**src/rtl/usb_data_transmission.sv**
```systemverilog
`default_nettype none
// ============================================================================
// Module   : usb_data_transmission
// Brief    : USB full-speed transmitter: SYNC + LSB-first data + EOP framing,
//            bit stuffing and NRZI encoding onto the D+/D- pair.
// Revision : 1.0
// ============================================================================
module usb_data_transmission #(
    parameter int         CLK_PER_BIT  = 10,
    parameter logic [7:0] SYNC_PATTERN = 8'h80
) (
    input  logic       useClk,
    input  logic       NotReset,
    input  logic [7:0] txData,
    input  logic       txValid,
    output logic       txReady,
    output logic       busy,
    output logic       outputEnable,
    output logic       serialData,
    output logic       NotserialData
);

    localparam int                 c_DIV_W    = (CLK_PER_BIT > 1) ? $clog2(CLK_PER_BIT) : 1;
    localparam logic [c_DIV_W-1:0] c_LAST_DIV = c_DIV_W'(CLK_PER_BIT - 1);
    localparam logic [c_DIV_W-1:0] c_DIV_ONE  = c_DIV_W'(1);

    typedef enum logic [2:0] {
        S_IDLE    = 3'd0,
        S_SYNC    = 3'd1,
        S_DATA    = 3'd2,
        S_EOP_SE0 = 3'd3,
        S_EOP_J   = 3'd4
    } state_t;

    state_t             r_state;
    logic [c_DIV_W-1:0] r_div;
    logic [2:0]         r_bitCnt;
    logic [2:0]         r_onesCnt;
    logic [6:0]         r_shift;
    logic               r_lineJ;
    logic               r_txReady;

    state_t             w_stateNext;
    logic [c_DIV_W-1:0] w_divNext;
    logic [2:0]         w_bitCntNext;
    logic [2:0]         w_onesNext;
    logic [6:0]         w_shiftNext;
    logic               w_lineNext;
    logic               w_readyNext;
    logic               w_bitTick;
    logic               w_emit;
    logic               w_emitBit;
    logic               w_stuff;
    logic [2:0]         w_nextIdx;

    assign w_bitTick = (r_state != S_IDLE) && (r_div == c_LAST_DIV);
    assign w_nextIdx = r_bitCnt + 3'd1;

    always_ff @(posedge useClk or negedge NotReset) begin
        if (!NotReset) begin
            r_state   <= S_IDLE;
            r_div     <= '0;
            r_bitCnt  <= '0;
            r_onesCnt <= '0;
            r_shift   <= '0;
            r_lineJ   <= 1'b1;
            r_txReady <= 1'b0;
        end else begin
            r_state   <= w_stateNext;
            r_div     <= w_divNext;
            r_bitCnt  <= w_bitCntNext;
            r_onesCnt <= w_onesNext;
            r_shift   <= w_shiftNext;
            r_lineJ   <= w_lineNext;
            r_txReady <= w_readyNext;
        end
    end

    always_comb begin
        w_stateNext  = r_state;
        w_divNext    = (r_state == S_IDLE || w_bitTick) ? '0 : r_div + c_DIV_ONE;
        w_bitCntNext = r_bitCnt;
        w_onesNext   = r_onesCnt;
        w_shiftNext  = r_shift;
        w_lineNext   = r_lineJ;
        w_readyNext  = 1'b0;
        w_emit       = 1'b0;
        w_emitBit    = 1'b0;
        w_stuff      = 1'b0;

        case (r_state)
            S_IDLE: begin
                if (txValid) begin
                    w_stateNext  = S_SYNC;
                    w_bitCntNext = 3'd0;
                    w_emit       = 1'b1;
                    w_emitBit    = SYNC_PATTERN[0];
                end
            end
            S_SYNC, S_DATA: begin
                if (w_bitTick) begin
                    // A pending stuff bit takes priority; the byte position holds still
                    if (r_onesCnt == 3'd6) begin
                        w_stuff = 1'b1;
                    end else if (r_bitCnt != 3'd7) begin
                        w_bitCntNext = w_nextIdx;
                        w_emit       = 1'b1;
                        if (r_state == S_SYNC) begin
                            w_emitBit = SYNC_PATTERN[w_nextIdx];
                        end else begin
                            w_emitBit   = r_shift[0];
                            w_shiftNext = {1'b0, r_shift[6:1]};
                        end
                    end else if (txValid) begin
                        w_stateNext  = S_DATA;
                        w_bitCntNext = 3'd0;
                        w_shiftNext  = txData[7:1];
                        w_emit       = 1'b1;
                        w_emitBit    = txData[0];
                        w_readyNext  = 1'b1;
                    end else begin
                        w_stateNext  = S_EOP_SE0;
                        w_bitCntNext = 3'd0;
                        w_onesNext   = 3'd0;
                    end
                end
            end
            S_EOP_SE0: begin
                if (w_bitTick) begin
                    if (r_bitCnt == 3'd1) begin
                        w_stateNext  = S_EOP_J;
                        w_bitCntNext = 3'd0;
                        w_lineNext   = 1'b1;
                    end else begin
                        w_bitCntNext = w_nextIdx;
                    end
                end
            end
            S_EOP_J: begin
                if (w_bitTick) begin
                    w_stateNext = S_IDLE;
                end
            end
            default: begin
                w_stateNext = S_IDLE;
                w_lineNext  = 1'b1;
            end
        endcase

        // NRZI: a zero (data or stuffed) toggles the line, a one holds it
        if (w_stuff || (w_emit && !w_emitBit)) begin
            w_lineNext = ~r_lineJ;
            w_onesNext = 3'd0;
        end else if (w_emit) begin
            w_onesNext = r_onesCnt + 3'd1;
        end
    end

    assign txReady       = r_txReady;
    assign busy          = (r_state != S_IDLE);
    assign outputEnable  = (r_state != S_IDLE);
    assign serialData    = (r_state == S_EOP_SE0) ? 1'b0 : r_lineJ;
    assign NotserialData = (r_state == S_EOP_SE0) ? 1'b0 : ~r_lineJ;

endmodule
`default_nettype wire

```
**config.mk**
```make
export PLATFORM = sky130hd
export DESIGN_NAME = usb_data_transmission
export DESIGN_NICKNAME = d
export VERILOG_FILES = /design/src/rtl/usb_data_transmission.sv
export SDC_FILE = /design/constraint.sdc
export NUM_CORES = 1
export LEC_CHECK = 0
export ABC_AREA = 0
export CAP_MARGIN = 20
export CORE_UTILIZATION = 46
export DETAILED_ROUTE_END_ITERATION = 10
export HOLD_SLACK_MARGIN = 0.15
export PLACE_DENSITY = 0.68
export SLEW_MARGIN = 30
export SYNTH_ARGS = -nofsm -noshare
export SYNTH_HDL_FRONTEND = slang
export SYNTH_SLANG_ARGS = --single-unit
```
**constraint.sdc**
```tcl
create_clock -name useClk -period 5.54 [get_ports useClk]
set_clock_uncertainty 0.1 [all_clocks]
set_input_delay 1.108 -clock useClk [delete_from_list [all_inputs] [get_ports useClk]]
set_output_delay 1.108 -clock useClk [all_outputs]
set_load 0.03 [all_outputs]
```
==> results of run 1 <==
-- flip-flops by register name, indices dropped and copies added (netlist names) --
signal	cells
r_shift	7
r_div	4
r_bitCnt	3
r_onesCnt	3
r_state	3
r_lineJ	1
txReady	1
-- worst max-delay path, cell delays in order, from the launching register on --
cell	delay, ps
dfrtp_1	540
or3_1	510
clkdlybuf4s50_1	640
-- routing by layer --
layer	vias up	GRT usage, %	share of wire [%]
li1	510	-	-
met1	479	23.84	48
met2	24	29.95	47
met3	5	2.326	4.0
met4	0	6.272	1.6
met5	-	0	0
-- power by group through the flow --
stage / Sequential [mW] / Clock (mW) / Combinational (mW)
after floorplan: 0.267 / 0 / 0.291
after global placement: 0.289 / 0 / 0.345
after detailed placement: 0.296 / 0 / 0.353
after CTS: 0.292 / 0.126 / 0.356
after global routing: 0.301 / 0.133 / 0.397
final: 0.293 / 0.124 / 0.354
-- synthesized netlist by cell type (all sizes together) (2+ instances only) --
cell type / n
o21bai: 2
a22o: 2
nand3: 4
ha: 8
clkbuf: 5
nor2b: 3
o21ai: 7
or3: 4
nand2: 12
a21o: 2
buf: 2
inv: 10
xor2: 2
xnor2: 3
dfrtp: 21
a31oi: 3
o22ai: 3
nor2: 10
mux2: 11
a21oi: 3
-- worst max-delay path by stage --
stage / startpoint / end / slack (ps)
floorplan: r_state[0] / outputEnable / 3070
global placement: r_state[0] / outputEnable / 2710
detailed placement: txValid / r_bitCnt[1] / 2680
CTS: r_state[0] / busy / 2340
global route: r_state[2] / serialData / 2250
finish: r_state[0] / busy / 2330
-- cells by family (layout without fill, tap and decap cells) --
family / after synthesis / after routing / share of synthesized area, %
and+or+nand+nor: 42 / 42 / 16.04
AOI/OAI and AO/OA: 32 / 32 / 16.60
DFF: 22 / 22 / 41.37
buffers and inverters: 17 / 29 / 5.160
muxes: 11 / 11 / 9.287
adders and majority gates: 9 / 9 / 8.255
xor gates and xnor gates: 5 / 5 / 3.284
-- through the flow --
stage	utilization, %	setup WS, ps	total power [mW]	instance area [sq um]	hold slack [ps]
after floorplan	-	3075	0.5579	1334	359.1
after global placement	54.08	2711	0.6338	1491	378.6
after detailed placement	53.90	2681	0.6484	1486	389.9
after CTS	55.81	2340	0.7748	1539	424.7
after global routing	55.81	2251	0.8309	1539	441.4
final	55.81	2334	0.7708	1539	417.0
-- layout make-up --
cell class | count | area (sq um)
Tap cell | 31 | 38.79
Timing Repair Buffer | 15 | 145.1
Sequential cell | 22 | 551.8
Inverter | 10 | 37.54
Clock inverter | 1 | 30.03
Multi-Input combinational cell | 99 | 713.2
Fill cell | 252 | 1219
Clock buffer | 3 | 22.52
==> qor.yml, run 1 <==
routing:
  routed_via_density: 5.624
  wire_per_inst_um: 14.07
  drt_first_pass_iters: 4
  dr_total_vias: 1018
  antenna_left: 0
  drc: 0
  wl_um: 2547
  dr.first_iter.drc_count: 21
finish:
  nets: 170
  layout-drive-gt1-share_pct: 12.67
  final_cell_count_no_fill: 181
  area_delta_synth_final_pct: 15.38
  antennaDiodeCount: 0
  final_cell_mix: "dfrtp_1 (21), clkdlybuf4s50_1 (14), nand2_1 (12)"
  layout_commonest_cell: "dfrtp_1"
floorplanning:
  die_w_um: 55.85
  initial_utilization_pct: 48.37
  fp.dieArea_sq_mm: 0.003119
  fp-row-count: 19
  dieHeight_um: 55.85
  io_pins: 16
  core_sq_mm: 0.002758
power_and_ir_drop:
  pwr-share-clk_pct: 16.1
  ir_worst_vdd_v: 0.0003334
  seq_power_share_pct: 38.0
  powerDensity_mw_per_mm2: 500.9
  pwr-share-comb_pct: 45.9
  power.leakage_nw: 0.7014
  p_sw_share_pct: 39.48
  p_sw_uw: 304.3
  intPower_uw: 466.5
cts:
  ctsResizeCount: 0
  cts_buffers: 3
  holdBufCountCts: 0
  cts_tree: "built"
  post_cts_buffers: 0
  clk_latency_ps: 320
  clkSinkCount: 22
  clkSlewWorstSetupHoldPaths_ps: 130
  clockRootBuffer: "clkbuf_4"
  cts_max_path_buffers: 2
  htree_levels: 1
worst_setup_path:
  r2r-end: "r_lineJ"
  arrival_ps: 2000
  worst-endpoint-required_ps: 4330
  crit_path_max_fanout: 14
  critPathLaunchType: "register"
  worstRegToRegCells: 6
  r2r_slack_ps: 3310
  path_class: "register to output pin"
  end_kind: "output pin"
  reg2reg_from: "r_bitCnt[0]"
global_routing:
  grt_pass1_vias: 999
  grt_pass1_wl_um: 4450
  antenna_found_initial: 0
  grt_max_degree: 23
  grt_util_all_layers_pct: 17.86
  grt_overflow: 0
status:
  outcome: "finished, final reports clean"
logic_synthesis:
  synth-seq-cells: 22
  synthTopCellsByArea: "dfrtp_1 (39%), mux2_2 (9.3%), ha_1 (7.5%)"
  synth_enable_flop_cells: 0
  postSynth.asyncResetShare_pct: 100.0
  synth_top_flop_cell: "dfrtp_1"
  synthCells: 138
  netlist.area_leader.share_pct: 39.40
  ys_seq_area_share_pct: 41.37
  synth_cell_type_count: 43
  syn-num-nets: 157
  yosys.area.top_type: "dfrtp_1"
  syn_area_per_cell_sq_um: 9.665
  syn_area_sq_mm: 0.001334
  yosys_warnings: 0
place:
  place.detailed.hpwl_um: 1921
  io_buffers: 15
  place_congestion: 0.8514
  placed_cells: 177
timing:
  finalCriticalPeriod_ps: 3206
  relSlewSlack_pct: 62.89
  setup_viol: 0
  final_max_slew_viol_count: 0
  setup_tns_ps: 0
  hold_viol_final: 0
  grt_setup_unrepaired: "no"
  max_freq_mhz: 311.9
  finalCritPeriodShare_pct: 57.87
  tightest_slew_ps: 556.6
min_path:
  min_to: "r_div[0]"
  whs_path_depth: 1
  worstHoldPathType: "register to register"
  hold_start: "r_div[0]"
job:
  maxCapViolCount: 0
Note: power is estimated with default switching activity, not from simulation.
==> run 2, diff against run 1 <==
==> constraint.sdc (replaced) <==
create_clock -name useClk -period 3.1 [get_ports useClk]
set_clock_uncertainty 0.1 [all_clocks]
set_input_delay 0.62 -clock useClk [delete_from_list [all_inputs] [get_ports useClk]]
set_output_delay 0.62 -clock useClk [all_outputs]
set_load 0.03 [all_outputs]
==> run 2 against run 1 <==
Critical path depth stayed put. Non-clock buffer count grew 1. Clock power is 27% higher. Cell count increased by 0.55%. Sequential share of layout area rose by 0.088 points. Register-to-register slack worse by 2500 ps. Combinational power is 79% higher. Core utilization down 0.14 points. Flip-flop and latch count stayed put. Setup slack lost 2000 ps. Sequential power up 78%. Via count grew 2.6%. Largest cell class unchanged. Highest routed layer unchanged.
==> qor.yml, run 2 (synthesis results as in run 1) <==
min_path:
  hold_start: "r_div[0]"
  worstHoldPathType: "register to register"
floorplanning:
  core_sq_mm: 0.002758
  fp-row-count: 19
  die_w_um: 55.85
  io_pins: 16
  fp.dieArea_sq_mm: 0.003119
  initial_utilization_pct: 48.37
  dieHeight_um: 55.85
timing:
  setup_viol: 0
  relSlewSlack_pct: 62.51
  setup_tns_ps: 0
  max_freq_mhz: 366.8
  finalCritPeriodShare_pct: 87.93
  tightest_slew_ps: 562.4
  grt_setup_unrepaired: "no"
  hold_viol_final: 0
  finalCriticalPeriod_ps: 2726
  final_max_slew_viol_count: 0
finish:
  nets: 171
  layout_commonest_cell: "dfrtp_1"
  reg_top3: "r_shift (7), r_div (4)"
  antennaDiodeCount: 0
  stdcell_area_sq_mm: 0.001535
  nFillCells: 241
  multi_input_area_sq_um: 713.2
  final_cell_mix: "dfrtp_1 (21), clkdlybuf4s50_1 (15), nand2_1 (12)"
  layout-drive-gt1-share_pct: 12.58
  largest-register: "r_shift"
  area_delta_synth_final_pct: 15.10
  largest_reg_flops: 7
  regArea_sq_um: 551.8
power_and_ir_drop:
  ir_worst_vdd_v: 0.0004989
  seq_power_share_pct: 39.7
  intPower_uw: 775.5
  p_sw_share_pct: 40.92
  p_sw_uw: 537.2
  pwr-share-clk_pct: 12.0
  pwr-share-comb_pct: 48.3
  powerDensity_mw_per_mm2: 855.1
  power.leakage_nw: 0.6992
cts:
  ctsResizeCount: 0
  htree_levels: 1
  clockRootBuffer: "clkbuf_4"
  holdBufCountCts: 0
  cts_buffers: 3
  clkSlewWorstSetupHoldPaths_ps: 120
  clkSinkCount: 22
  cts_tree: "built"
  clk_latency_ps: 310
  cts_max_path_buffers: 2
  post_cts_buffers: 0
worst_setup_path:
  cp_top_family: "buffers and inverters"
  critPathMaxStageDelay_ps: 640
  path_class: "register to output pin"
  reg2reg_from: "r_bitCnt[0]"
  arrival_ps: 2010
  crit_path_max_fanout: 14
  worst-endpoint-required_ps: 2380
  critical-path-slowest-cell: "clkdlybuf4s50_1"
  path_buf_inv: 1
  cp-startpoint: "r_state[0]"
  path_cells: "or3_1 > clkdlybuf4s50_1"
  end_kind: "output pin"
  critPathLaunchType: "register"
routing:
  drc: 0
  dr_total_vias: 1044
  wire_per_inst_um: 13.91
  routed_via_density: 5.736
  wl_um: 2532
  antenna_left: 0
  dr.first_iter.drc_count: 41
  drt_first_pass_iters: 4
job:
  maxCapViolCount: 0
global_routing:
  grt_max_degree: 23
  grt_pass1_wl_um: 4374
  grt_pass1_vias: 980
  antenna_found_initial: 0
  grt_util_all_layers_pct: 17.48
  grt_overflow: 0
place:
  placed_cell_area_sq_mm: 0.001499
  place_congestion: 0.8540
  io_buffers: 15
  place.detailed.hpwl_um: 1892
status:
  outcome: "finished, final reports clean"
==> run 2: cell types whose count changed in the layout (fill, tap and decap cells not counted) <==
| cell | change |
|---|---|
| clkbuf_8 | +1 |
| buf_2 | -1 |
| buf_4 | +1 |
| clkdlybuf4s50_1 | +1 |
| bufinv_16 | -1 |
==> run 2: worst register-to-register path: stages, from the launching register on <==
cell and delay, ps:
dfrtp_1 440, ha_1 220, ha_1 380, or3_1 440, a31o_1 300, nor3b_1 220
a21o_1 110
==> run 2: per-layer routing <==
layer  share of wire, %  vias up  routed length [um]  track usage (%)
met3                5.1        4                 129            3.256
met1                 50      489                1261            24.62
met2                 44       39                1114            28.06
li1                   -      512                   -                -
met5                  0        -                   0                0
met4                1.0        0                  26            4.181
==> run 2: final timing paths <==
path / end / slack, ps / cells past startpoint
setup / recovery: outputEnable / 370 / 2
hold / removal: r_div[0] / 410 / 1
setup reg to reg: r_onesCnt[2] / 850 / 6
hold reg to reg: r_div[0] / 410 / 1
max in group asynchronous: r_lineJ / 2080 / 2
min in group asynchronous: txReady / 540 / 2
==> run 2: layout make-up <==
cell class | instances | area share (%)
inverters | 10 | 2.445
repair buffers | 16 | 10.27
well taps | 31 | 2.526
flip-flops and latches | 22 | 35.94
multi-input cells | 99 | 46.45
clock buffers | 4 | 2.363
==> run 2: through the flow <==
stage	utilization, %	hold WS (ps)	worst slack [ps]	cells	total power [mW]
after floorplan	-	224.4	1123	138	0.9971
after global placement	54.36	378.3	758.9	178	1.133
after detailed placement	54.36	395.0	735.9	178	1.161
after CTS	55.67	417.0	374.9	182	1.325
after global routing	55.67	439.3	290.8	182	1.429
final	55.67	406.4	374.0	182	1.313
==> run 2: power by group through the flow <==
stage	sequential [mW]	clock (mW)	combinational, mW
finish	0.521	0.158	0.634
CTS	0.522	0.165	0.638
global placement	0.516	0	0.617
detailed placement	0.528	0	0.633
global route	0.541	0.177	0.710
floorplan	0.476	0	0.521
